### src/rtl/fp_normalizer.sv
// Post-add/sub normalizer: re-normalizes a raw mantissa sum one bit per cycle
// and adjusts the exponent, flagging zero, overflow (inf) and underflow (denormal).
module fp_normalizer #(
   parameter int EXP_WIDTH = 8,
   parameter int MAN_WIDTH = 24
) (
   input  logic                 clk,
   input  logic                 arst_n,
   input  logic                 in_valid,
   output logic                 in_ready,
   input  logic                 sign_in,
   input  logic [EXP_WIDTH-1:0] exp_in,
   input  logic [MAN_WIDTH:0]   man_in,
   output logic                 out_valid,
   input  logic                 out_ready,
   output logic                 sign_out,
   output logic [EXP_WIDTH-1:0] exp_out,
   output logic [MAN_WIDTH-1:0] man_out,
   output logic [4:0]           shift_count,
   output logic                 zero_flag,
   output logic                 overflow_flag,
   output logic                 underflow_flag
);

   typedef enum logic [1:0] {IDLE, NORM, DONE} state_t;

   localparam logic [EXP_WIDTH-1:0] EXP_MAX = '1;
   localparam logic [EXP_WIDTH-1:0] EXP_ONE = EXP_WIDTH'(1);

   state_t                 state;
   logic                   sign_r;
   logic [EXP_WIDTH-1:0]   exp_r;
   logic [MAN_WIDTH:0]     man_r;
   logic [4:0]             cnt_r;
   logic                   zf_r;
   logic                   of_r;
   logic                   uf_r;
   logic [EXP_WIDTH-1:0]   exp_inc;

   function automatic logic [4:0] sat_inc(input logic [4:0] c);
      return (c == 5'd31) ? c : c + 5'd1;
   endfunction

   assign exp_inc = exp_r + EXP_ONE;

   always_ff @(posedge clk) begin
      if (!arst_n) begin
         state          <= IDLE;
         in_ready       <= 1'b0;
         out_valid      <= 1'b0;
         sign_r         <= 1'b0;
         exp_r          <= '0;
         man_r          <= '0;
         cnt_r          <= '0;
         zf_r           <= 1'b0;
         of_r           <= 1'b0;
         uf_r           <= 1'b0;
         sign_out       <= 1'b0;
         exp_out        <= '0;
         man_out        <= '0;
         shift_count    <= '0;
         zero_flag      <= 1'b0;
         overflow_flag  <= 1'b0;
         underflow_flag <= 1'b0;
      end else begin
         case (state)
            IDLE: begin
               if (in_valid && in_ready) begin
                  in_ready <= 1'b0;
                  sign_r   <= sign_in;
                  exp_r    <= exp_in;
                  man_r    <= man_in;
                  cnt_r    <= '0;
                  zf_r     <= 1'b0;
                  of_r     <= 1'b0;
                  uf_r     <= 1'b0;
                  state    <= NORM;
               end else begin
                  in_ready <= 1'b1;
               end
            end
            NORM: begin
               // One decision per cycle; the order of these tests defines the result.
               if (man_r == '0) begin
                  exp_r <= '0;
                  zf_r  <= 1'b1;
                  state <= DONE;
               end else if (man_r[MAN_WIDTH]) begin
                  exp_r <= exp_inc;
                  if (exp_inc == EXP_MAX) begin
                     man_r <= '0;
                     of_r  <= 1'b1;
                  end else begin
                     man_r <= man_r >> 1;
                  end
                  state <= DONE;
               end else if (man_r[MAN_WIDTH-1]) begin
                  state <= DONE;
               end else if (exp_r <= EXP_ONE) begin
                  exp_r <= '0;
                  uf_r  <= 1'b1;
                  state <= DONE;
               end else begin
                  man_r <= man_r << 1;
                  exp_r <= exp_r - EXP_ONE;
                  cnt_r <= sat_inc(cnt_r);
               end
            end
            DONE: begin
               if (!out_valid) begin
                  sign_out       <= sign_r;
                  exp_out        <= exp_r;
                  man_out        <= man_r[MAN_WIDTH-1:0];
                  shift_count    <= cnt_r;
                  zero_flag      <= zf_r;
                  overflow_flag  <= of_r;
                  underflow_flag <= uf_r;
                  out_valid      <= 1'b1;
               end else if (out_ready) begin
                  out_valid <= 1'b0;
                  in_ready  <= 1'b1;
                  state     <= IDLE;
               end
            end
            default: state <= IDLE;
         endcase
      end
   end

endmodule
### config.mk
export PLATFORM = sky130hd
export DESIGN_NAME = fp_normalizer
export DESIGN_NICKNAME = d
export VERILOG_FILES = /design/src/rtl/fp_normalizer.sv
export SDC_FILE = /design/constraint.sdc
export NUM_CORES = 1
export LEC_CHECK = 0
export ABC_CLOCK_PERIOD_IN_PS = 3000
export CAP_MARGIN = 20
export CORE_MARGIN = 4
export CORE_UTILIZATION = 53
export DETAILED_ROUTE_END_ITERATION = 12
export GPL_TIMING_DRIVEN = 1
export PLACE_DENSITY_LB_ADDON = 0.15
export RECOVER_POWER = 50
export SLEW_MARGIN = 20
export SYNTH_ARGS = -nofsm -noshare
export SYNTH_HDL_FRONTEND = slang
export SYNTH_SLANG_ARGS = --single-unit
export TNS_END_PERCENT = 20
### constraint.sdc
create_clock -name clk -period 3 [get_ports clk]
set_clock_uncertainty 0.05 [all_clocks]
set_input_delay 0.6 -clock clk [delete_from_list [all_inputs] [get_ports clk]]
set_output_delay 0.6 -clock clk [all_outputs]
set_load 0.1 [all_outputs]
==> summary.md, run 1 <==
| Metric | Value |
|---|---|
| Max frequency | 0.390 GHz |
| Syn Std Cell Area | 0.00449 sq mm |
| Via/cell ratio | 6.21 |
| Cells on worst reg2reg path | 8 |
| Top cells by area, synth | dfxtp_1 39%, a21oi_1 8.8%, nand2_1 8.5% |
| Worst Path Required | 3.20 ns |
| Layout Nets | 653 |
| Power Total | 3890 uW |
| Slowest CP cell | dfxtp_1 |
| Leak | 0.00177 uW |
| Mapped Cells | 549 |
| Post-Synth Adder-Cell Area | 1.67% |
| Row cnt | 33 |
| Hold buffers post-CTS | 0 |
| #FFs+latches synth | 87 |
| Post-synthesis compound-gate area fraction | 29.7% |
| Clock slew at reported path FFs | 0.10 ns |
| Simple-gate share of the synthesized area | 21.9% |
| Post-CTS setup buffers | 0 |
| Setup WS pre-CTS | 0.244 ns |
| Critical Path AT | 2.76 ns |
| Min-Delay Endpoint | underflow_flag$_SDFFE_PN0P_ |
| Min cycle time layout | 2.56 ns |
| Setup_tns | 0 ns |
| CTS tree | built |
| Synth top area share | 38.8% |
| Max IR drop VDD | 329 uV |
| IO Pins | 81 |
| Area added between synthesis and finish | 17.0% |
| Initial antenna violation count | 0 |
| Gpl congestion | 0.910 |
| Synth warnings | 0 |
| CTS max path bufs | 2 |
| Core Box Area | 0.00822 sq mm |
| Total global-route track usage | 25.6% |
| Critical path peak fanout | 12 |
| # setup viols final | 0 |
| Combinational family with the most area after synthesis | compound AO/OA/AOI/OAI gates |
| Cts bufs inserted | 9 |
| H-tree level count | 3 |
| # clock sinks | 87 |
| R2r startpoint | exp_r[0]$_SDFFE_PN0P_ |
| Hold Path Origin | uf_r$_SDFFE_PN0P_ |
| CP endpoint kind | flip-flop |
| PortBufs | 80 |
| Pin count of the biggest net entering global routing | 51 |
| Synth Net Count | 593 |
| Multiplexer share of the synthesized area | 1.14% |
| First-pass GRT wire length | 21000 um |
| Post-Synth XOR/XNOR Area | 0.585% |
| DR DRC count | 0 |
| Setup ws final | 0.438 ns |
| # diodes | 0 |
| Layout cells sized above 1 | 9.93% |
| Initial drt markers | 329 |
| Slew headroom | 21.8% |
| Mapped Avg Cell Area | 8.18 sq um |
| Slew Limit Fails | 0 |
| Hpwl dp | 8670 um |
| CP Class | flip-flop to flip-flop |
| Average wire per standard cell | 17.8 um |
| Initial Util | 54.7% |
| Total Wirelength | 12800 um |
| Vias | 4467 |
| CP peak stage delay | 0.49 ns |
| Root Driver | clkbuf_8 |
| Detail Route Antenna Nets | 0 |
| RSZ-0062 raised after global routing | no |
| Tcrit/Tclk final | 85.4% |
| Fin cells | 719 |
| Synth unique cells | 58 |
| Crit-path cells | inv_1, ha_1, nor2_1, nor3_2, o21a_2, buf_4, a2111oi_0, o32ai_1 |
| Hold path cells | 2 |
| Clock latency on the worst-skew pair | 0.37 ns |
| Synth async-reset ratio | 0% |
| Die Y | 100 um |
| Placed cells | 703 |
| Outcome | finished clean |
| DR pass1 iterations | 5 |
| Reg2reg setup slack | 0.44 ns |
| FILL cells | 771 |
| Startpoint Class | flip-flop |
| Post-synth EDFFs | 0 |
| Cell taking the most area after synthesis | dfxtp_1 |
| Max cap viols | 0 |
| Die area | 0.0100 sq mm |
| Reg-to-Reg End | man_r[10]$_SDFFE_PN0P_ |
| Power Dens Cells | 740 mW/mm^2 |
| Slew at the pin closest to its max-slew limit | 1.18 ns |
| Hold Crit Class | flip-flop to flip-flop |
| Fin. Hold Viols | 0 |
| Grt ovf | 0 |
| Post-synthesis sequential area ratio | 38.8% |
| Most used flip-flop cell after synthesis | dfxtp_1 |
| Vias in the first global route | 4237 |
| PostCTS Resize Cnt | 0 |
| Die X | 100 um |
-- per-stage QoR --
stage          cell area, sq um  util (%)  hold slack (ns)
2_1_floorplan              4490         -            0.376
3_3_place_gp               5210      63.4            0.393
3_5_place_dp               5210      63.4            0.397
4_1_cts                    5430      66.0            0.403
5_1_grt                    5260      64.0            0.418
6_report                   5260      64.0            0.401
-- worst max path at each step --
stage | cells after the start | to | start | slack, ns
6_report | 8 | man_r[10]$_SDFFE_PN0P_ | exp_r[0]$_SDFFE_PN0P_ | 0.44
5_1_grt | 7 | cnt_r[3]$_SDFFE_PN0P_ | exp_r[0]$_SDFFE_PN0P_ | 0.21
4_1_cts | 7 | cnt_r[3]$_SDFFE_PN0P_ | exp_r[0]$_SDFFE_PN0P_ | 0.47
3_5_place_dp | 7 | man_r[8]$_SDFFE_PN0P_ | in_valid | 0.24
3_3_place_gp | 7 | man_r[10]$_SDFFE_PN0P_ | in_valid | 0.39
2_1_floorplan | 6 | man_r[19]$_SDFFE_PN0P_ | in_ready$_SDFFE_PN0P_ | 0.54
-- worst max-delay path, delay by kind of cell (launching register included) --
kind	cells	cell delay (ns)
buf+inv	2	0.35
flops	1	0.49
fa+ha+maj	1	0.28
compound gates	3	0.84
simple gates	2	0.44
-- report_power, final --
group          internal [uW]  switching (uW)
combinational            507             963
sequential              1300             223
clock                    437             459
-- logic make-up (layout without fill, tap and decap cells) --
group                    Yosys count  count (layout)
multiplexers                       5               5
buffers and inverters             59             124
flip-flops                        87              87
XOR/XNOR                           3               3
adder cells (fa/ha/maj)            6               6
AO/OA/AOI/OAI                    187             187
AND/OR/NAND/NOR                  202             202
-- synthesized netlist by cell type (4+ instances only) --
master / instances
nand2_1: 102
dfxtp_1: 87
a21oi_1: 79
clkbuf_1: 33
o21ai_0: 27
and3_1: 25
o32ai_1: 22
a2111oi_2: 19
nor2_1: 15
or3_1: 10
inv_1: 9
nand3_1: 9
buf_2: 8
nor3_1: 8
a31oi_1: 7
nor4_1: 7
a211o_1: 6
buf_6: 6
ha_1: 6
and2_1: 4
mux2i_1: 4
nand2b_1: 4
-- area by class of cell --
class / count / area, sq um / share of cell area, %
multi-input combinational: 403 / 2470 / 47.0
sequential: 87 / 1740 / 33.1
timing repair buffer: 98 / 659 / 12.5
clock buffer: 11 / 151 / 2.88
tap: 105 / 131 / 2.50
clock inverter: 5 / 63.8 / 1.21
inverter: 10 / 37.5 / 0.714
-- layer usage --
metal / track usage, % / vias up / share of wire [%]
met5: 0 / - / 0
met4: 10.2 / 0 / 1.9
met3: 4.10 / 27 / 8.0
met2: 40.3 / 215 / 47
met1: 35.3 / 2079 / 43
li1: - / 2146 / -
-- placed cells by master (no fill, tap or decap), drive strengths merged, types with 2 or more instances in the layout --
cell	synthesis	routed
o32ai	22	22
a21oi	80	80
or4	3	3
nand2	102	102
nor4	8	8
o31ai	2	2
xor2	2	2
buf	16	16
mux2i	4	4
clkbuf	33	56
and3	25	25
nor2	16	16
o2111ai	3	3
a31oi	7	7
o211ai	2	2
a2111oi	22	22
nand4	3	3
a221oi	2	2
clkdlybuf4s50	0	36
o21a	4	4
or3	10	10
inv	10	11
and4	2	2
o221ai	2	2
o21ai	28	28
ha	6	6
clkinv	0	2
dfxtp	87	87
nand2b	4	4
and2	4	4
nand3	9	9
nor3	9	9
a211o	6	6
-- sequential cells by signal, summed over array words and instances, names as in the netlist, 2 cells and up --
name         cells
man_r           25
man_out         24
exp_out          8
exp_r            8
cnt_r            5
shift_count      5
state            2
Note: power is estimated with default switching activity, not from simulation.
==> inputs of run 2 (changes only) <==
--- a/config.mk
+++ b/config.mk
@@ -7,9 +7,9 @@
 export LEC_CHECK = 0
 export ABC_CLOCK_PERIOD_IN_PS = 3000
 export CAP_MARGIN = 20
-export CORE_MARGIN = 4
 export CORE_UTILIZATION = 53
 export DETAILED_ROUTE_END_ITERATION = 12
+export GPL_ROUTABILITY_DRIVEN = 0
 export GPL_TIMING_DRIVEN = 1
 export PLACE_DENSITY_LB_ADDON = 0.15
 export RECOVER_POWER = 50
==> summary.md, run 2 (synthesized netlist as in run 1, its figures left out) <==
| Metric | Value |
|---|---|
| Outcome | finished clean |
| Grt ovf | 0 |
| Register with the highest flop count | man_r |
| RSZ-0062 raised after global routing | no |
| Max IR drop VDD | 344 uV |
| Detail Route Antenna Nets | 0 |
| Total Wirelength | 12500 um |
| Biggest regs | man_r (25), man_out (24) |
| CP Class | flip-flop to flip-flop |
| CP peak stage delay | 0.50 ns |
| Initial drt markers | 278 |
| Max frequency | 0.376 GHz |
| Hpwl dp | 8250 um |
| Row cnt | 33 |
| Tcrit/Tclk final | 88.7% |
| Layout Nets | 653 |
| CP endpoint kind | flip-flop |
| Setup WS pre-CTS | 0.283 ns |
| Fin cells | 719 |
| Max reg flops | 25 |
| Initial antenna violation count | 0 |
| Min cycle time layout | 2.66 ns |
| H-tree level count | 3 |
| Area added between synthesis and finish | 17.0% |
| Post-CTS setup buffers | 0 |
| # clock sinks | 87 |
| Met3 WL | 876 um |
| FILL cells | 742 |
| Core Box Area | 0.00822 sq mm |
| Via/cell ratio | 6.34 |
| CP startpoint | exp_r[0]$_SDFFE_PN0P_ |
| PortBufs | 80 |
| Layout cells sized above 1 | 9.93% |
| Core Util, Final | 64.0% |
| Average wire per standard cell | 17.3 um |
| Vias in the first global route | 4074 |
| R2r startpoint | exp_r[0]$_SDFFE_PN0P_ |
| Placed cells | 703 |
| Commonest non-fill, non-tap cells in the layout | 102 x nand2_1, 87 x dfxtp_1, 79 x a21oi_1 |
| Slew at the pin closest to its max-slew limit | 1.18 ns |
| PostCTS Resize Cnt | 0 |
| Worst path bufs/invs | 2 |
| DR pass1 iterations | 5 |
| Power Dens Cells | 738 mW/mm^2 |
| Slowest CP cell | dfxtp_1 |
| # setup viols final | 0 |
| Hold Path Origin | exp_out[6]$_SDFFE_PN0P_ |
| Die Y | 94.1 um |
| Setup ws final | 0.338 ns |
| Total global-route track usage | 29.4% |
| Critical path peak fanout | 12 |
| Slew headroom | 21.4% |
| Setup_tns | 0 ns |
| CTS max path bufs | 2 |
| Hold buffers post-CTS | 0 |
| Critical Path AT | 2.85 ns |
| Die X | 94.1 um |
| # diodes | 0 |
| First-pass GRT wire length | 20300 um |
| Vias | 4562 |
| Worst Path Required | 3.19 ns |
| Initial Util | 54.7% |
| IO Pins | 81 |
| Fin. Hold Viols | 0 |
| Startpoint Class | flip-flop |
| Root Driver | clkbuf_8 |
| DR DRC count | 0 |
| Crit-path cells | inv_1, ha_1, nor2_1, nor3_2, o21a_2, buf_4, a2111oi_0, o32ai_1 |
| Clock latency on the worst-skew pair | 0.37 ns |
| CTS tree | built |
| Crit path max-delay family | compound AO/OA/AOI/OAI gates |
| Pin count of the biggest net entering global routing | 51 |
| Clock slew at reported path FFs | 0.09 ns |
| Slew Limit Fails | 0 |
| Cts bufs inserted | 9 |
| Most common cell after layout, fill and taps aside | nand2_1 |
| Routed length on met1 | 5480 um |
| Met2 Routed Length | 5850 um |
| Max Used Layer | met4 |
| Hold Crit Class | flip-flop to flip-flop |
| Die area | 0.00885 sq mm |
| Leak | 0.00177 uW |
| Max cap viols | 0 |
## run 2: cell counts in the layout (fill, tap and decap cells not counted)
No cell type changed its count.
## run 2: final timing paths
kind / slack (ns) / to / depth (start not counted)
worst min register to register: 0.41 / exp_out[6]$_SDFFE_PN0P_ / 2
worst min-delay path: 0.41 / exp_out[6]$_SDFFE_PN0P_ / 2
worst max-delay path: 0.34 / man_r[9]$_SDFFE_PN0P_ / 8
worst max register to register: 0.34 / man_r[9]$_SDFFE_PN0P_ / 8
## run 2: tightest hold or removal path, stage by stage (launching register included)
cell     delay, ns
dfxtp_1       0.32
nand2_1       0.05
a21oi_1       0.05
## run 2: layout make-up
type / instances / area [sq um] / share of cell area, %
multi-input combinational: 403 / 2470 / 47.0
sequential: 87 / 1740 / 33.1
timing repair buffer: 98 / 659 / 12.5
clock buffer: 11 / 151 / 2.88
tap: 105 / 131 / 2.50
clock inverter: 5 / 63.8 / 1.21
inverter: 10 / 37.5 / 0.714
## run 2: stage by stage
step | instance area [sq um] | total power (uW) | hold slack, ns
after floorplan | 4490 | 2640 | 0.376
after global placement | 5210 | 2970 | 0.393
after detailed placement | 5210 | 3010 | 0.398
after CTS | 5430 | 3880 | 0.411
after global routing | 5260 | 4060 | 0.430
final | 5260 | 3880 | 0.407
## run 2: per-layer routing
metal | vias to the layer above | GRT usage, %
met4 | 0 | 12.2
met1 | 2185 | 39.4
met2 | 199 | 46.4
met3 | 20 | 5.10
li1 | 2158 | -
met5 | - | 0
## run 2: power breakdown
part / internal, uW / leakage, uW / switching [uW]
Sequential: 1300 / 0.000708 / 222
Clock: 436 / 0.000106 / 448
Combinational: 507 / 0.000958 / 962
Total: 2250 / 0.00177 / 1630
